`config.mk`:
```
export PLATFORM = sky130hd
export DESIGN_NAME = pulse_peak_detector
export DESIGN_NICKNAME = d
export VERILOG_FILES = /design/src/rtl/pulse_peak_detector.sv
export SDC_FILE = /design/constraint.sdc
export NUM_CORES = 1
export LEC_CHECK = 0
export CORE_MARGIN = 2
export CORE_UTILIZATION = 55
export CTS_CLUSTER_SIZE = 14
export DETAILED_ROUTE_END_ITERATION = 7
export PLACE_DENSITY_LB_ADDON = 0.12
export SLEW_MARGIN = 25
export SYNTH_ARGS = -nofsm -noshare
export SYNTH_HDL_FRONTEND = slang
export SYNTH_SLANG_ARGS = --single-unit
```
`constraint.sdc`:
```
create_clock -name clk -period 4.3 [get_ports clk]
set_input_delay 0.86 -clock clk [delete_from_list [all_inputs] [get_ports clk]]
set_output_delay 0.86 -clock clk [all_outputs]
set_load 0.05 [all_outputs]
```
`src/rtl/pulse_peak_detector.sv`:
```
// pulse_peak_detector
// Extracts pulses from the filtered ADC stream, which arrives one sample per
// clock. A pulse starts when a sample rises above THRESHOLD and ends when a
// sample falls below THRESHOLD-HYST. For each qualified pulse the peak
// amplitude, the timestamp of the first peak sample and the pulse width are
// presented through a one-deep valid/ready output register. Pulses that are
// too short, pile-ups that exceed MAX_WIDTH, and results lost to
// back-pressure are counted.
//
// Ports
//   clk         system clock, one filter sample per cycle
//   reset       asynchronous, active-low
//   in_data     filtered sample, signed
//   out_ready   consumer accepts the result
//   out_valid   result held in the output register
//   out_amp     signed peak amplitude
//   out_ts      timestamp of the first maximum sample
//   out_width   pulse length in samples (start inclusive, end exclusive)
//   busy        detector is not idle
//   drop_cnt    results lost to back-pressure (saturating)
//   pileup_cnt  pulses aborted at MAX_WIDTH (saturating)
//   short_cnt   pulses discarded below MIN_WIDTH (saturating)
module pulse_peak_detector #(
  parameter int DATA_W    = 14,
  parameter int TS_W      = 32,
  parameter int THRESHOLD = 200,
  parameter int HYST      = 20,
  parameter int MIN_WIDTH = 4,
  parameter int MAX_WIDTH = 200
) (
  input  logic                     clk,
  input  logic                     reset,
  input  logic signed [DATA_W-1:0] in_data,
  input  logic                     out_ready,
  output logic                     out_valid,
  output logic signed [DATA_W-1:0] out_amp,
  output logic [TS_W-1:0]          out_ts,
  output logic [7:0]               out_width,
  output logic                     busy,
  output logic [15:0]              drop_cnt,
  output logic [15:0]              pileup_cnt,
  output logic [15:0]              short_cnt
);

  localparam logic signed [DATA_W:0] HIGH = (DATA_W+1)'(THRESHOLD);
  localparam logic signed [DATA_W:0] LOW  = (DATA_W+1)'(THRESHOLD - HYST);
  localparam logic [7:0]             MINW = 8'(MIN_WIDTH);
  localparam logic [7:0]             MAXW = 8'(MAX_WIDTH);

  typedef enum logic [1:0] {IDLE, TRACK, SETTLE} state_t;

  state_t state, state_nx;

  logic signed [DATA_W-1:0] x_r;
  logic [TS_W-1:0]          ts_cnt, ts_r;
  logic signed [DATA_W-1:0] max_r;
  logic [TS_W-1:0]          max_ts_r;
  logic [7:0]               width_r;

  logic signed [DATA_W:0]   x_ext, max_ext;
  logic                     above, below, at_max, long_enough;
  logic                     start, grow, new_max, emit, short_hit, pile_hit;
  logic                     xfer;

  function automatic logic [15:0] sat_inc(input logic [15:0] c);
    return (c == '1) ? c : c + 16'd1;
  endfunction

  // Comparisons are done one bit wider than the sample.
  assign x_ext       = {x_r[DATA_W-1], x_r};
  assign max_ext     = {max_r[DATA_W-1], max_r};
  assign above       = x_ext > HIGH;
  assign below       = x_ext < LOW;
  assign at_max      = width_r == MAXW;
  assign long_enough = width_r >= MINW;
  assign xfer        = out_valid && out_ready;
  assign busy        = state != IDLE;

  // Input stage: sample and its timestamp travel together.
  always_ff @(posedge clk or negedge reset) begin
    if (!reset) begin
      x_r    <= '0;
      ts_r   <= '0;
      ts_cnt <= '0;
    end else begin
      x_r    <= in_data;
      ts_r   <= ts_cnt;
      ts_cnt <= ts_cnt + TS_W'(1);
    end
  end

  always_ff @(posedge clk or negedge reset) begin
    if (!reset) state <= IDLE;
    else        state <= state_nx;
  end

  always_comb begin
    state_nx = state;
    unique case (state)
      IDLE:    if (above) state_nx = TRACK;
      TRACK: begin
        if (below)       state_nx = IDLE;
        else if (at_max) state_nx = SETTLE;
      end
      SETTLE:  if (below) state_nx = IDLE;
      default: state_nx = IDLE;
    endcase
  end

  always_comb begin
    start     = 1'b0;
    grow      = 1'b0;
    new_max   = 1'b0;
    emit      = 1'b0;
    short_hit = 1'b0;
    pile_hit  = 1'b0;
    unique case (state)
      IDLE: start = above;
      TRACK: begin
        if (below) begin
          emit      = long_enough;
          short_hit = !long_enough;
        end else if (at_max) begin
          pile_hit = 1'b1;
        end else begin
          grow    = 1'b1;
          new_max = x_ext > max_ext;
        end
      end
      default: ;
    endcase
  end

  always_ff @(posedge clk or negedge reset) begin
    if (!reset) begin
      max_r    <= '0;
      max_ts_r <= '0;
      width_r  <= '0;
    end else if (start) begin
      max_r    <= x_r;
      max_ts_r <= ts_r;
      width_r  <= 8'd1;
    end else if (grow) begin
      width_r <= width_r + 8'd1;
      if (new_max) begin
        max_r    <= x_r;
        max_ts_r <= ts_r;
      end
    end
  end

  // An emit into a full register that is not being drained is dropped;
  // an emit on a transfer edge replaces the leaving result.
  always_ff @(posedge clk or negedge reset) begin
    if (!reset) begin
      out_valid <= 1'b0;
      out_amp   <= '0;
      out_ts    <= '0;
      out_width <= '0;
      drop_cnt  <= '0;
    end else if (emit) begin
      if (out_valid && !out_ready) begin
        drop_cnt <= sat_inc(drop_cnt);
      end else begin
        out_valid <= 1'b1;
        out_amp   <= max_r;
        out_ts    <= max_ts_r;
        out_width <= width_r;
      end
    end else if (xfer) begin
      out_valid <= 1'b0;
    end
  end

  always_ff @(posedge clk or negedge reset) begin
    if (!reset) begin
      pileup_cnt <= '0;
      short_cnt  <= '0;
    end else begin
      if (pile_hit)  pileup_cnt <= sat_inc(pileup_cnt);
      if (short_hit) short_cnt  <= sat_inc(short_cnt);
    end
  end

endmodule

```
Word level (Yosys, flattened, before mapping) --
Cells that the tools add are included. Widths: inputs -> output; s select.
Storage, ports and cells: input bits 17, logic and storage cells 83, output and inout port bits 104, flip-flop bits (word level) 237
Operators by class: order comparisons 4, reductions and logical operators 16, add/subtract/negate cells 5, bitwise gates (word level) 4, muxes and demuxes 30, equality and inequality tests 10
Operator list (count):
- $mux 32 | 3
- $add 16x1->16 const B | 3
- $eq 16x16->1 const B | 3
- $mux 14 | 3
- $add 32x1->32 const B | 1
- $mux 1 | 17
- $mux 8 | 2
- $gt 14x14->1 | 1
- $gt 14x9->1 const B | 1
- $lt 14x9->1 const B | 1
- $reduce_and 2->1 | 5
- $add 8x1->8 const B | 1
- $eq 8x8->1 const B | 1
- $ge 8x3->1 const B | 1
- $mux 2 | 4
- $reduce_bool 2->1 | 4
- $ne 2x2->1 const B | 3
- $pmux 2 s3 | 1
- $reduce_and 3->1 | 2
- $not 1->1 | 4
- $ne 3x3->1 const B | 1
- $eq 2x1->1 const B | 1
- $eq 2x2->1 const B | 1
- $logic_and 1x1->1 | 2
- 2 further kinds | 3

Logic depth before layout (Yosys ltp) --
depth after elaboration 7, gate-level depth with buffers 11, depth with buffers taken out 8

Worst setup path before layout --
OpenSTA, ideal clock, no wires.
path type register to register, from register x_r[9], to register max_r[0], setup time 131 ps, required time 4169 ps, cell stages (with the launch flop) 10, period minus slack after synthesis 2378 ps, setup slack 1922 ps, arrival time 2246 ps, path buffers 2, cell sequence dfrtp_1 ha_1 and4_1 and3_1 o31ai_1 nand3_1 clkbuf_1 clkbuf_1 mux2i_1 nand4_1
On the way: longest elaborated chain between the ends 6, elaborated cells between the ends (all ways) 13, classes of those cells 3 x order compare; 7 x mux; 3 x reduce/logical
Ends and longest elaborated chain:
- start, declared | line 54 | logic signed [DATA_W-1:0] x_r;
- start signal, assigned | line 86 | x_r <= in_data;
- $gt 14x14->1 | line 127 | new_max = x_ext > max_ext;
- $mux 1 | line 123 | end else if (at_max) begin
- $mux 1 | line 120 | if (below) begin
- $mux 1 | line 117 | unique case (state)
- $reduce_bool 2->1 (no source line)
- $reduce_and 2->1 (no source line)
- end signal, assigned | line 140 | max_r <= x_r;
- end signal, assigned | line 146 | max_r <= x_r;
- end, declared | line 56 | logic signed [DATA_W-1:0] max_r;
Several ways; a longest one is shown, not always the timed one. A chain may end at the register's enable or synchronous reset.

Final worst setup path --
from register max_r[13], to register max_ts_r[0]
On the way: longest elaborated chain between the ends 6
Ends and longest elaborated chain:
- $gt 14x14->1 | line 127
- $mux 1 | line 123
- $mux 1 | line 120
- $mux 1 | line 117
- $reduce_bool 2->1 (no source line)
- $reduce_and 2->1 (no source line)
- end signal, assigned | line 141 | max_ts_r <= ts_r;
- end signal, assigned | line 147 | max_ts_r <= ts_r;
- end, declared | line 57 | logic [TS_W-1:0] max_ts_r;
Every way passes these cells.

==> reports/results.txt <==
The async set-reset flop share out of synthesis was 100%. Initial standard-cell utilization of the core: 56.4%. For this design, the slowest cell found on the critical path is sky130_fd_sc_hd__buf_4. The synthesized design devotes to its leading area cell type 49.6% of total area. Across all layers, the routed design uses 8,918 vias.

The level count of the clock H-tree came out at 1. STA classifies the critical path endpoint as a flop. Setup repair after global routing left no endpoint under its margin. The worst hold path belongs to the class in -> async.

The total wire length was 27,300 um. The logs give 3.53 ns for the data arrival time of the worst path and 0 for the count of synthesis-stage warnings from yosys. The required time at the endpoint of the critical path is 4.70 ns, and the final period utilization is 72.7%. Max-cap check violation count: 0. The half-perimeter wire length after detailed placement was 16,600 um.

Measured against its own limit, the worst slew margin works out to 38.2%. The worst setup slack for register-to-register paths was 1.17 ns. The number of antenna diodes in the final layout is 0.

The number of global-route vias before repair was 8,621. Global routing consumed, on the met3 layer, 2.93% of the routing resources. The detailed-router iteration count before antenna repair is 7, and the buffers plus inverters on the worst setup path is 3.

Among cell families on the critical path, the largest total delay comes from buffers and inverters. Across every metal layer, demand over resource in global routing totals 24.1%. The region available for standard cell placement spans 21,200 um2. The cell area after synthesis was 12,000 um2; the total of cells resized after clock tree synthesis was 0.

The clock-pin slew on the worst setup and hold paths is 0.06 ns. The total I/O pin count was 121; the final hold violation count was 0. In this run the critical register-to-register path is launched from max_r[13]. TritonCTS built the clock tree. Of the cells placed in the final design, the portion with a size suffix greater than 1 is 10.9%.

The setup-violating endpoint count in the final report was 0; the slew at the pin closest to its max-slew limit was 0.926 ns. The number of buffers between clock root and the deepest sink was 3. Compared with the post-synthesis result, the final layout area differs by 18.6%.

The achievable clock frequency is 320 MHz. At the end of the flow, the number of nets in the layout was 1,202. The endpoint identified for the worst register-to-register timing path is max_ts_r[0]. The layout has 1,669 filler cells. The floorplan step set the die height to 152 um. Counting the buffers created by CTS gives 26.

The weighted congestion reported at the end of routability-driven placement was 0.824. The clock arrives with 0.0118 ns of skew. The logs give 118 for the maximum number of pins on one net before global-route repair and 55 for the number of distinct library cell variants in the gate-level netlist after synthesis. The tools report the first-iteration detailed-routing DRC count as 661. The floorplan has 53 rows.

The tools report the initial antenna violation count as 0. After detailed routing, the average wire length per cell comes to 18.8 um. The tools report the number of max-slew violations in the final report as 0.

Counting flops with a built-in enable in the synthesized netlist gives 0. Die width: 152 um. For the number of sinks on the clock net, the log shows 237.

The worst setup path is of the reg -> reg kind. Dividing total power by cell area gives a power density of 487 nW/um2. In this run the remaining antenna-violating nets after routing total 0. The first global-routing pass estimated 44,900 um of wire. After global routing, the most crowded layer is met2. Cells fill 66.9% of the core in the end. Along the worst path, the maximum fanout reaches 86. The largest area contributor in the netlist was sky130_fd_sc_hd__dfrtp_1.

In this design, the stage delay of the slowest critical-path cell is 0.59 ns. After synthesis, flip-flops and latches occupy 49.6% of the total area. For this run the aggregate overflow at the end of global routing stands at 0.

When the netlist entered floorplanning its net count stood at 1,115. By area the synthesized netlist is led by sky130_fd_sc_hd__dfrtp_1 50%, sky130_fd_sc_hd__mux2_4 6.3%, sky130_fd_sc_hd__nand4_1 6.0%, sky130_fd_sc_hd__xnor2_1 4.5%, sky130_fd_sc_hd__mux2i_1 3.8%. The worst register-to-register path has a depth of 8. The shortest clock period the worst path allows after layout is 3.13 ns. Synthesis produced 1,078 cells.

The dominant synthesized flop cell was sky130_fd_sc_hd__dfrtp_1. STA classifies the critical path startpoint as a flop. Adding up every negative setup slack in the final design gives 0 ns. Clock latency on the worst-skew pair, taken at its later pin, is 0.53 ns.

The run finished with clean final reports. In the global route stage, met1 resource usage came out at 34.3%. After detailed routing, the number of remaining DRC violations is 0. The die area was 23,000 um2. Global routing consumed, on the met2 layer, 38.8% of the routing resources.

Mean cell area of the mapped netlist: 11.1 um2. The critical path goes through inv_1, ha_4, buf_4, a21oi_1, nand3_4, buf_4, mux2i_1, nand4_1. Post-CTS timing repair inserted 0 buffers for setup. After detailed routing, the number of vias per cell comes to 6.12. Flop and latch count out of synthesis: 237. Buffers placed on the I/O ports in this run total 120.

IR analysis of the VDD net gives a maximum drop of 340 uV. The static leakage came out at 0.00652 uW. The cell at the root of the clock tree was sky130_fd_sc_hd__clkbuf_16. Cell type with the highest occurrence count on the critical path: sky130_fd_sc_hd__buf_4.

The hold buffer count at cts is 0.
[area by class of cell]
class                      instances  area (um2)  area share [%]
sequential                       237        5930            41.8
multi-input combinational        737        5570            39.2
timing repair buffer             138        1390            9.81
clock buffer                      40         785            5.53
tap                              275         344            2.43
inverter                          25        93.8           0.661
clock inverter                     5        78.8           0.556
[flip-flops by register name, summed over array words and instances, names as in the netlist]
| register | count |
|---|---|
| max_r | 14 |
| ts_cnt | 32 |
| drop_cnt | 16 |
| ts_r | 32 |
| out_ts | 32 |
| pileup_cnt | 16 |
| x_r | 14 |
| out_valid | 1 |
| short_cnt | 16 |
| state | 2 |
| out_width | 8 |
| max_ts_r | 32 |
| width_r | 8 |
| out_amp | 14 |
[routing by layer]
metal	wire length [um]	vias up
li1	-	4125
met2	12900	261
met3	1330	47
met5	0	-
met1	12400	4485
met4	688	0
[cell families (layout without fill, tap and decap cells)]
logic type,Yosys count,after routing,synth area share (%)
and+or+nand+nor,459,459,22.7
DFF,237,237,49.6
buffers and inverters,104,208,4.24
muxes,103,103,10.8
xor gates and xnor gates,79,79,5.78
AOI/OAI and AO/OA,76,76,4.86
adders and majority gates,20,20,2.09
[worst max-delay path by stage]
stage,from,to,cells after the start
after detailed placement,max_r[13],max_ts_r[28],8
after floorplan,x_r[9],max_r[0],9
after global placement,max_r[13],max_r[10],8
after global routing,max_r[13],max_ts_r[1],8
after CTS,max_r[13],max_ts_r[1],8
final,max_r[13],max_ts_r[0],8
[layout by cell type, fill, tap and decap left out, drive strengths merged, types with 2 or more instances in the layout]
master	instances
a21oi	8
mux2	57
nor4b	43
clkdlybuf4s50	119
ha	20
nor4	7
inv	25
xor2	17
or4	3
bufinv	2
o31ai	2
nor3b	33
a21o	3
a211oi	3
o21ai	3
a22oi	43
nand2b	4
o211ai	2
clkinv	3
a41oi	2
dfrtp	237
buf	19
nor3	21
and3	67
or3	3
nand4	114
nand3	27
clkbuf	40
nand2	92
nor2	28
xnor2	62
and4	4
mux2i	46
and2	8
[power breakdown]
| group | switching (uW) | leakage [uW] | total [uW] | internal [uW] |
|---|---|---|---|---|
| Sequential | 232 | 0.00316 | 2700 | 2470 |
| Clock | 875 | 0.000424 | 2240 | 1370 |
| Combinational | 1230 | 0.00294 | 1960 | 732 |
[through the flow]
step | cells | hold slack [ns] | instance area, um2 | worst slack, ns | power, uW
after floorplan | 1078 | 0.372 | 12000 | 1.92 | 4080
after global placement | 1411 | 0.386 | 13300 | 1.28 | 4640
after detailed placement | 1411 | 0.383 | 13300 | 1.22 | 4680
after CTS | 1456 | 0.402 | 14200 | 1.17 | 6940
after global routing | 1457 | 0.414 | 14200 | 0.919 | 7210
final | 1457 | 0.393 | 14200 | 1.17 | 6910
[cells in the mapped netlist, types with 4 or more instances]
master / count
sky130_fd_sc_hd__xnor2_1: 62
sky130_fd_sc_hd__ha_1: 20
sky130_fd_sc_hd__nor3_1: 21
sky130_fd_sc_hd__and3_1: 67
sky130_fd_sc_hd__nor2_1: 27
sky130_fd_sc_hd__inv_1: 25
sky130_fd_sc_hd__a21oi_1: 8
sky130_fd_sc_hd__buf_12: 6
sky130_fd_sc_hd__dfrtp_1: 237
sky130_fd_sc_hd__and4_1: 4
sky130_fd_sc_hd__nor3b_1: 33
sky130_fd_sc_hd__nand3_1: 26
sky130_fd_sc_hd__xor2_1: 17
sky130_fd_sc_hd__mux2_2: 7
sky130_fd_sc_hd__clkbuf_1: 57
sky130_fd_sc_hd__and2_1: 8
sky130_fd_sc_hd__a22oi_1: 43
sky130_fd_sc_hd__nand2_1: 92
sky130_fd_sc_hd__nor4b_1: 43
sky130_fd_sc_hd__mux2_4: 50
sky130_fd_sc_hd__nor4_1: 6
sky130_fd_sc_hd__mux2i_1: 46
sky130_fd_sc_hd__buf_2: 13
sky130_fd_sc_hd__nand4_1: 114
(Power assumes the default switching activity.)
